**src/rtl/fetch_unit.sv**
```systemverilog
// fetch_unit: single-outstanding instruction fetch with redirect and in-flight discard.
// Define FETCH_PERF_COUNT_EN to add the perf_fetched/perf_stall counters.
module fetch_unit #(
    parameter logic [63:0] RESET_PC = 64'h0
) (
    input  logic        clock,
    input  logic        reset,
    output logic        icache_read_enable,
    output logic [63:0] icache_address,
    input  logic [31:0] icache_data,
    input  logic        icache_send_enable,
    output logic        icache_jump_reset,
    input  logic        redirect_valid,
    input  logic [63:0] redirect_pc,
    output logic        fetch_valid,
    output logic [31:0] fetch_instr,
    output logic [63:0] fetch_pc,
    input  logic        decode_ready
`ifdef FETCH_PERF_COUNT_EN
    ,
    output logic [63:0] perf_fetched,
    output logic [63:0] perf_stall
`endif
);
    typedef enum logic [1:0] {REQUEST, RELEASE, HOLD} state_t;
    state_t state;
    logic [63:0] pc, req_pc, target, next_req;
    logic discard, consume, hold_out;
    assign target = redirect_pc & ~64'h3;
    assign next_req = redirect_valid ? target : pc;
    assign consume = fetch_valid && decode_ready;
    assign hold_out = fetch_valid && !decode_ready && !redirect_valid;
    assign icache_read_enable = state == REQUEST;
    assign icache_address = req_pc;

    always_ff @(posedge clock) begin
        if (reset) begin
            state <= REQUEST;
            pc <= RESET_PC;
            req_pc <= RESET_PC;
            fetch_valid <= 1'b0;
            fetch_instr <= '0;
            fetch_pc <= '0;
            icache_jump_reset <= 1'b0;
            discard <= 1'b0;
        end else begin
            icache_jump_reset <= 1'b0;
            if (consume) fetch_valid <= 1'b0;
            case (state)
                REQUEST: begin
                    if (icache_send_enable) begin
                        state <= RELEASE;
                        if (discard) begin
                            discard <= 1'b0;
                        end else if (!redirect_valid) begin
                            fetch_valid <= 1'b1;
                            fetch_instr <= icache_data;
                            fetch_pc <= req_pc;
                            pc <= req_pc + 64'd4;
                        end
                    end else if (redirect_valid) begin
                        // The cache still owes a response for req_pc; drop it when it lands.
                        discard <= 1'b1;
                        icache_jump_reset <= 1'b1;
                    end
                end
                RELEASE: begin
                    if (!icache_send_enable) begin
                        state <= hold_out ? HOLD : REQUEST;
                        if (!hold_out) req_pc <= next_req;
                    end
                end
                HOLD: begin
                    if (decode_ready || redirect_valid) begin
                        state <= REQUEST;
                        req_pc <= next_req;
                    end
                end
                default: state <= REQUEST;
            endcase
            if (redirect_valid) begin
                pc <= target;
                fetch_valid <= 1'b0;
            end
        end
    end

`ifdef FETCH_PERF_COUNT_EN
    always_ff @(posedge clock) begin
        if (reset) begin
            perf_fetched <= '0;
            perf_stall <= '0;
        end else begin
            if (consume) perf_fetched <= perf_fetched + 64'd1;
            if (fetch_valid && !decode_ready) perf_stall <= perf_stall + 64'd1;
        end
    end
`endif
endmodule

```
**config.mk**
```make
export PLATFORM = sky130hd
export DESIGN_NAME = fetch_unit
export DESIGN_NICKNAME = d
export VERILOG_FILES = /design/src/rtl/fetch_unit.sv
export SDC_FILE = /design/constraint.sdc
export NUM_CORES = 1
export LEC_CHECK = 0
export CAP_MARGIN = 20
export CORE_MARGIN = 5
export CORE_UTILIZATION = 49
export CTS_CLUSTER_SIZE = 12
export DETAILED_ROUTE_END_ITERATION = 12
export PLACE_DENSITY = 0.77
export SLEW_MARGIN = 20
export SYNTH_ARGS = -nofsm -noshare
export SYNTH_HDL_FRONTEND = slang
export SYNTH_SLANG_ARGS = --single-unit
```
**constraint.sdc**
```tcl
create_clock -name clock -period 2.9 [get_ports clock]
set_clock_uncertainty 0.1 [all_clocks]
set_input_delay 0.29 -clock clock [delete_from_list [all_inputs] [get_ports clock]]
set_output_delay 0.29 -clock clock [all_outputs]
set_load 0.02 [all_outputs]
```
Word level (Yosys, flattened, before mapping)

Cells that the tools add are included.

Input port bits: 101
Register bits: 229
Output and inout bits: 163
Word-level logic and storage cells: 59

$add $sub $neg: 1
Multiplexer cells: 21
Bitwise gates (word level): 3
Equal/unequal tests: 7
Reduce and logical (&&, ||, !) cells: 18

Operator list:

| cell                  | count |
|---|---|
| $mux 64               | 8 |
| $pmux 64 s2           | 1 |
| $add 64x3->64 const B | 1 |
| $reduce_and 3->1      | 3 |
| $mux 2                | 4 |
| $ne 2x2->1 const B    | 4 |
| $reduce_and 4->1      | 2 |
| $mux 1                | 7 |
| $pmux 2 s3            | 1 |
| $reduce_bool 2->1     | 3 |
| $logic_and 1x1->1     | 3 |
| $not 1->1             | 3 |
| $reduce_or 3->1       | 1 |
| $eq 2x1->1 const B    | 1 |
| $eq 2x2->1 const B    | 1 |
| $logic_not 1->1       | 2 |
| $logic_not 2->1       | 1 |
| $ne 2x1->1 const B    | 1 |
| $reduce_and 2->1      | 1 |
| $reduce_or 2->1       | 1 |
| $logic_or 1x1->1      | 1 |

Logic depth before layout (Yosys ltp)

Gate-level depths: netlist of run 1.

Depth in word-level cells: 6
Depth in mapped cells: 8
Gate-level depth less buffers: 7

Least setup slack after synthesis of run 1

Ideal clock, no wire load.

Path kind: reg2reg
Start: reg req_pc[2] (netlist: icache_address[2])
End: reg pc[60]
Cell stages (with the launch flop): 8
Required time: 2,696 ps
Buffers on the path: 0
Period minus slack after synthesis: 2,378 ps
Slack: 522 ps
Data arrival time: 2,175 ps
Library setup time: 104 ps
Cells stage by stage: dfxtp_1 -> ha_1 -> nand2_1 -> nor4_2 -> nand4_2 -> nor3_1 -> xnor2_1 -> a2111oi_2

Cells in the longest elaborated chain, start to end: 5

Ends and longest elaborated chain:

| what                     | line | RTL |
|---|---|---|
| start: declaration       | 27   | `logic [63:0] pc, req_pc, target, next_req;` |
| start signal: assignment | 70   | `if (!hold_out) req_pc <= next_req;` |
| start signal: assignment | 76   | `req_pc <= next_req;` |
| $add 64x3->64            | 59   | `pc <= req_pc + 64'd4;` |
| $mux 64                  | 53   | `if (discard) begin` |
| $mux 64                  | 51   | `if (icache_send_enable) begin` |
| $mux 64                  | 49   | `case (state)` |
| $mux 64                  | 81   | `if (redirect_valid) begin` |
| end signal: assignment   | 59   |  |
| end signal: assignment   | 82   | `pc <= target;` |
| end: declaration         | 27   |  |

No other way between the ends. The select of a mux whose other input is x is not followed.
A chain may end at the register's enable or synchronous reset.

Worst setup path in the final report of run 1

Start: reg req_pc[2] (netlist: icache_address[2])
End: reg pc[42]

Same word-level chain as after synthesis.

==> key figures, run 1 <==
Status
  – Outcome: finished, final reports clean

Critical path
  – Reg-to-Reg End: pc[42]$_SDFFE_PP0P_
  – Worst reg2reg path depth: 7
  – Worst reg2reg startpoint: icache_address[2]$_SDFFE_PP0P_
  – Crit path arrival time: 2980 ps
  – Critical Path Source: icache_address[2]$_SDFFE_PP0P_
  – Worst-path maximum fanout: 6
  – CP endpoint kind: flop
  – Setup crit start kind: flop
  – Critical path type: reg2reg
  – Crit path required time: 3210 ps
  – Worst reg2reg setup slack: 240 ps

Placed design
  – Area post-placement: 0.0132 mm^2
  – # port buffers: 261
  – Dpl ws: 269 ps
  – Post-DP HPWL: 20200 um
  – GP Congestion: 0.839

Hold path
  – Hold Path End: icache_jump_reset$_SDFF_PP0_
  – HP Class: in2reg
  – Hold path startpoint: redirect_valid
  – Cell depth of the worst hold path: 3

Logic synthesis
  – Mapped cell area: 0.0102 mm^2
  – Synth warn: 0
  – Synth top cells by count: 234 x nand2_1, 229 x dfxtp_1, 124 x nor2_1
  – Synth cell types: 50
  – Synth Flop Type: dfxtp_1
  – Top-count cell post-synth: nand2_1
  – Sequential area share after synthesis: 45.1%
  – Syn nets: 1324
  – EDFF count, synth: 0
  – Async S/R FF share, synth: 0%
  – Syn_area_per_cell: 8.32 um^2
  – Synth top area cells: dfxtp_1 45%, nand2_1 8.6%, a21oi_1 6.0%
  – Cells after Synth: 1222
  – Synth top area share: 45.1%
  – Number of synthesized register bits: 229
  – Area leader, netlist: dfxtp_1

Clock network
  – CTS root buffer: clkbuf_16
  – Setup repair bufs after CTS: 0
  – Worst-path clk slew: 60 ps
  – TritonCTS Sinks: 229
  – Clk Latency, worst-skew pair: 520 ps
  – Cts hold-fix bufs: 1
  – CTS tree: built
  – H-tree depth: 1
  – CTS buffer count: 26
  – Max clock buf depth: 3
  – Resized cells post-CTS: 0

Global routing
  – Global route overflow: 0
  – Number of global-route vias before repair: 9305
  – Tot GR Track Use: 24.0%
  – Initial antenna violation count: 0
  – First-pass GRT wire length: 48300 um
  – Largest net degree at the start of global routing: 128

Route
  – Post-DR vias/cell: 5.49
  – Vias post-DR: 9591
  – DR WL/cell: 17.1 um
  – ANT nets after route: 0
  – Drt first-iter violations: 605
  – DRT Pass-1 Iters: 6
  – Post-Route WL: 29900 um
  – DRC: 0

STA
  – Final setup TNS: 0 ps
  – WHS: 56.7 ps
  – Final worst path period share: 91.9%
  – Slew margin rel.: 36.3%
  – Final Slew Violations: 0
  – Minimum clock period: 2660 ps
  – Max Fclk: 0.375 GHz
  – RSZ-0062 raised after global routing: no
  – Hold Fails Final Rpt: 0
  – Final Setup Violations: 0
  – Final WS setup: 236 ps
  – Slew @ Worst Pin: 955 ps

Pwr
  – Leakage power: 4.80 nW
  – Clock share of power: 40.6%
  – Internal power: 5.61 mW
  – Power density over the cells: 537 mW/mm^2
  – Sequential power share: 45.1%
  – Switch Pwr: 1.92 mW
  – Net Sw Frac: 25.4%
  – Combinational power share: 14.3%
  – Worst vdd ir: 375 uV

Floorplanning
  – Core Rows: 52
  – Initial Util: 49.9%
  – Top-level I/O count: 264
  – Die width: 154 um
  – Core area: 0.0204 mm^2
  – Die area: 0.0237 mm^2
  – Vert. Die Dim: 154 um

Finish
  – Finished Cell Area: 0.0140 mm^2
  – Synth-to-Final Area Change: 37.9%
  – Nets: 1564
  – Layout cells sized above 1: 8.06%
  – Post-layout util: 68.9%

Run
  – Max Cap Violations: 0
==> final cells by class <==
type                       count  area (um^2)
inverter                      14         52.6
clock buffer                  34          722
sequential                   229         4580
timing repair buffer         311         3070
multi-input combinational    880         5190
tap                          270          338
antenna                        1         2.50
clock inverter                 8         67.6
fill                        1621         6340
==> cell usage in the layout, fill, tap and decap left out, types with 27 or more instances in the layout <==
cell | synthesis | layout
clkdlybuf4s50_1 | 0 | 259
nand2_1 | 234 | 234
dfxtp_1 | 229 | 229
nor2_1 | 124 | 122
a21oi_1 | 121 | 121
a211oi_1 | 65 | 65
mux2i_1 | 56 | 56
xnor2_1 | 48 | 48
buf_4 | 0 | 43
nor3_1 | 31 | 30
clkbuf_16 | 0 | 27
==> cell families (layout without fill, tap and decap cells) <==
logic type,after synthesis,count (layout),share of synthesized area [%]
xor gates and xnor gates,58,58,4.99
DFF,229,229,45.1
adders and majority gates,1,1,0.123
AOI/OAI and AO/OA,268,268,17.7
buffers and inverters,113,367,4.23
and+or+nand+nor,497,497,22.4
muxes,56,56,5.51
other,0,1,0
==> registers in the layout, indices dropped and copies added (netlist names) <==
signal,count
fetch_valid,1
state,2
discard,1
fetch_instr,32
icache_jump_reset,1
pc,64
fetch_pc,64
icache_address,64
==> how the worst max path moves through the flow <==
| stage | end | slack [ps] | cells after the start |
|---|---|---|---|
| 2_1_floorplan | pc[60]$_SDFFE_PP0P_ | 520 | 7 |
| 3_3_place_gp | pc[42]$_SDFFE_PP0P_ | 320 | 7 |
| 3_5_place_dp | pc[42]$_SDFFE_PP0P_ | 270 | 7 |
| 4_1_cts | pc[42]$_SDFFE_PP0P_ | 240 | 7 |
| 5_1_grt | pc[38]$_SDFFE_PP0P_ | 80 | 7 |
| 6_report | pc[42]$_SDFFE_PP0P_ | 240 | 7 |
==> power by group through the flow <==
stage	combinational (mW)	clock, mW	sequential (mW)
after floorplan	0.483	0	3.56
after global placement	1.05	0	3.46
after detailed placement	1.07	0	3.47
after CTS	1.08	3.13	3.40
after global routing	1.16	3.27	3.42
final	1.07	3.06	3.40
==> worst max-delay path: stages (launching register included) <==
cell and delay, ps:
dfxtp_1 340, ha_1 280, nand2_1 150, nor4_2 480
nand4b_1 430, nor3_1 330, xnor2_1 110, a2111oi_2 350
==> metrics by stage <==
| stage | cells | total power, mW |
|---|---|---|
| finish | 1747 | 7.53 |
| global route | 1746 | 7.85 |
| CTS | 1746 | 7.61 |
| detailed placement | 1703 | 4.54 |
| global placement | 1703 | 4.51 |
| floorplan | 1222 | 4.04 |
==> metal layers <==
metal	share of wire (%)	routed length [um]	vias to the layer above	track usage (%)
met5	0	0	-	0
met4	2.7	804	0	6.94
met3	8.3	2480	51	5.76
met2	47	14000	317	40.2
met1	42	12600	4476	31.0
li1	-	-	4747	-
Note: power is estimated with default switching activity, not from simulation.
==> run 2, diff against run 1 <==
--- a/config.mk
+++ b/config.mk
@@ -12,3 +12,3 @@
 export DETAILED_ROUTE_END_ITERATION = 12
-export PLACE_DENSITY = 0.77
+export PLACE_DENSITY = 0.86
 export SLEW_MARGIN = 20
==> constraint.sdc (replaced) <==
create_clock -name clock -period 2.9 [get_ports clock]
set_clock_uncertainty 0.1 [all_clocks]
set_input_delay 0.725 -clock clock [delete_from_list [all_inputs] [get_ports clock]]
set_output_delay 0.725 -clock clock [all_outputs]
set_load 0.02 [all_outputs]
==> run 2 against run 1 <==
  * Total power up 1.9%
  * Combinational power barely moved
  * Largest cell class unchanged
  * Highest routed layer is now met5
  * Clock power is 4% higher
==> key figures, run 2 (synthesized netlist as in run 1, its figures left out) <==
Critical path
  – Worst reg2reg startpoint: icache_address[3]$_SDFFE_PP0P_
  – Worst reg2reg setup slack: 190 ps (-50 ps)
  – CP endpoint kind: flop
  – Worst-path maximum fanout: 6 (unchanged)
  – Crit-path cells: ha_1 -> nand2_1 -> nor4_2 -> nand4b_1 -> nor3_1 -> xnor2_1 -> a2111oi_0
  – Worst reg2reg path depth: 7 (unchanged)
  – CP max-delay cell: nor4_2
  – Crit path required time: 3190 ps (-20 ps)
  – Reg-to-Reg End: pc[36]$_SDFFE_PP0P_
  – Worst stage delay on the critical path: 470 ps (about the same)
  – Setup crit start kind: flop
  – Critical path type: reg2reg
  – Crit path arrival time: 3000 ps (+20 ps)

Pwr
  – Power density over the cells: 543 mW/mm^2 (+1.2%)
  – Leakage power: 4.86 nW (+1.2%)
  – Worst vdd ir: 402 uV (+7.1%)

STA
  – RSZ-0062 raised after global routing: no
  – Final Slew Violations: 0 (unchanged)
  – WHS: 351 ps (+294 ps)
  – Slew margin rel.: 35.5% (-0.82 points)
  – Final Setup Violations: 0 (unchanged)
  – Minimum clock period: 2710 ps (+49.0 ps)
  – Hold Fails Final Rpt: 0 (unchanged)
  – Max Fclk: 0.369 GHz (-1.8%)
  – Final worst path period share: 93.6% (+1.7 points)
  – Slew @ Worst Pin: 968 ps (+12.3 ps)

Placed design
  – GP Congestion: 0.848 (+1.1%)
  – Placed insts: 1711 (+0.47%)
  – # port buffers: 261 (unchanged)
  – Post-DP HPWL: 21000 um (+3.9%)

Hold path
  – Hold path startpoint: fetch_instr[19]$_SDFFE_PP0P_
  – Cell depth of the worst hold path: 2 (-1)
  – HP Class: reg2reg
  – Hold Path End: fetch_instr[19]$_SDFFE_PP0P_

Global routing
  – Global route overflow: 0 (unchanged)
  – Tot GR Track Use: 24.8% (+0.72 points)
  – Largest net degree at the start of global routing: 88 (-31%)
  – First-pass GRT wire length: 49600 um (+2.8%)
  – Initial antenna violation count: 2 (+2)
  – Number of global-route vias before repair: 9605 (+3.2%)

Finish
  – Post-layout util: 69.4% (+0.49 points)
  – Leading cell types in the layout, fill and taps excluded: 259 x clkdlybuf4s50_1, 234 x nand2_1, 229 x dfxtp_1
  – Nets: 1570 (+0.38%)
  – Layout Cells excl Fill: 1757 (+0.57%)
  – Commonest non-fill, non-tap cell in the layout: clkdlybuf4s50_1
  – Synth-to-Final Area Change: 38.9%
  – Layout cells sized above 1: 8.61% (+0.55 points)

Floorplanning
  – Die width: 154 um (unchanged)
  – Core area: 0.0204 mm^2 (unchanged)
  – Core Rows: 52 (unchanged)
  – Die area: 0.0237 mm^2 (unchanged)
  – Initial Util: 49.9% (unchanged)
  – Vert. Die Dim: 154 um (unchanged)
  – Top-level I/O count: 264 (unchanged)

Route
  – Post-Route WL: 31000 um (+3.5%)
  – DRC: 0 (unchanged)
  – DRT Pass-1 Iters: 6 (unchanged)
  – ANT nets after route: 0 (unchanged)
  – Post-DR vias/cell: 5.64 (+2.8%)
  – Drt first-iter violations: 817 (+35%)
  – Vias post-DR: 9918 (+3.4%)
  – DR WL/cell: 17.6 um (+2.9%)

Clock network
  – Cts hold-fix bufs: 0 (-1)
  – CTS tree: built
  – TritonCTS Sinks: 229 (unchanged)
  – H-tree depth: 1 (unchanged)
  – Worst-path clk slew: 60 ps (about the same)
  – CTS root buffer: clkbuf_16
  – CTS buffer count: 25 (-3.8%)
  – Max clock buf depth: 3 (unchanged)
  – Clk Latency, worst-skew pair: 510 ps (about the same)

Run
  – Max Cap Violations: 0 (unchanged)

Status
  – Outcome: finished, final reports clean
-- run 2: how the worst max path moves through the flow --
stage / startpoint / endpoint / slack, ps / depth (start not counted)
after floorplan: redirect_valid / icache_address[19]$_SDFFE_PP0P_ / 420 / 7
after global placement: icache_send_enable / pc[48]$_SDFFE_PP0P_ / -3 / 6
after detailed placement: icache_send_enable / pc[19]$_SDFFE_PP0P_ / 80 / 7
after CTS: icache_address[16]$_SDFFE_PP0P_ / pc[39]$_SDFFE_PP0P_ / 180 / 6
after global routing: icache_address[32]$_SDFFE_PP0P_ / pc[45]$_SDFFE_PP0P_ / 50 / 6
final: icache_address[3]$_SDFFE_PP0P_ / pc[36]$_SDFFE_PP0P_ / 190 / 7
-- run 2: cell type report --
cell class | instances | area, um^2
antenna | 1 | 2.50
clock buffer | 43 | 793
clock inverter | 2 | 35.0
fill | 1555 | 6240
inverter | 14 | 52.6
multi-input combinational | 880 | 5200
sequential | 229 | 4580
tap | 270 | 338
timing repair buffer | 318 | 3120
-- run 2: where the power goes --
group          switching [mW]  leakage [nW]  internal [mW]
Combinational           0.581          2.58          0.507
Sequential              0.107          1.87           3.29
Clock                    1.26         0.407           1.93
-- run 2: critical path: cells and delay by family, from the launching register on --
kind | cells | cell delay, ps
fa+ha+maj | 1 | 280
compound gates | 1 | 370
simple gates | 4 | 1410
flops | 1 | 340
xor+xnor | 1 | 100
-- run 2: through the flow --
| stage | area [um^2] | power (mW) | TNS [ps] | setup WS [ps] |
|---|---|---|---|---|
| 6_report | 14100 | 7.67 | 0 | 187 |
| 3_3_place_gp | 13300 | 4.51 | -3.18 | -3.18 |
| 2_1_floorplan | 10200 | 4.04 | 0 | 423 |
| 3_5_place_dp | 13300 | 4.55 | 0 | 84.9 |
| 4_1_cts | 14100 | 7.72 | 0 | 180 |
| 5_1_grt | 14100 | 7.97 | 0 | 49.0 |
-- run 2: per-layer routing --
layer / vias to the layer above / GRT usage (%) / wire length, um
met3: 71 / 5.79 / 2710
met4: 2 / 8.45 / 948
met5: - / 0 / 13
met2: 398 / 41.6 / 14500
li1: 4762 / - / -
met1: 4685 / 31.3 / 12800
-- run 2: repair_timing --
action | 4_1_cts | 5_1_grt
resized for setup | 0 | 1
endpoints found under the setup margin | 0 | 1
setup buffers | 0 | 0
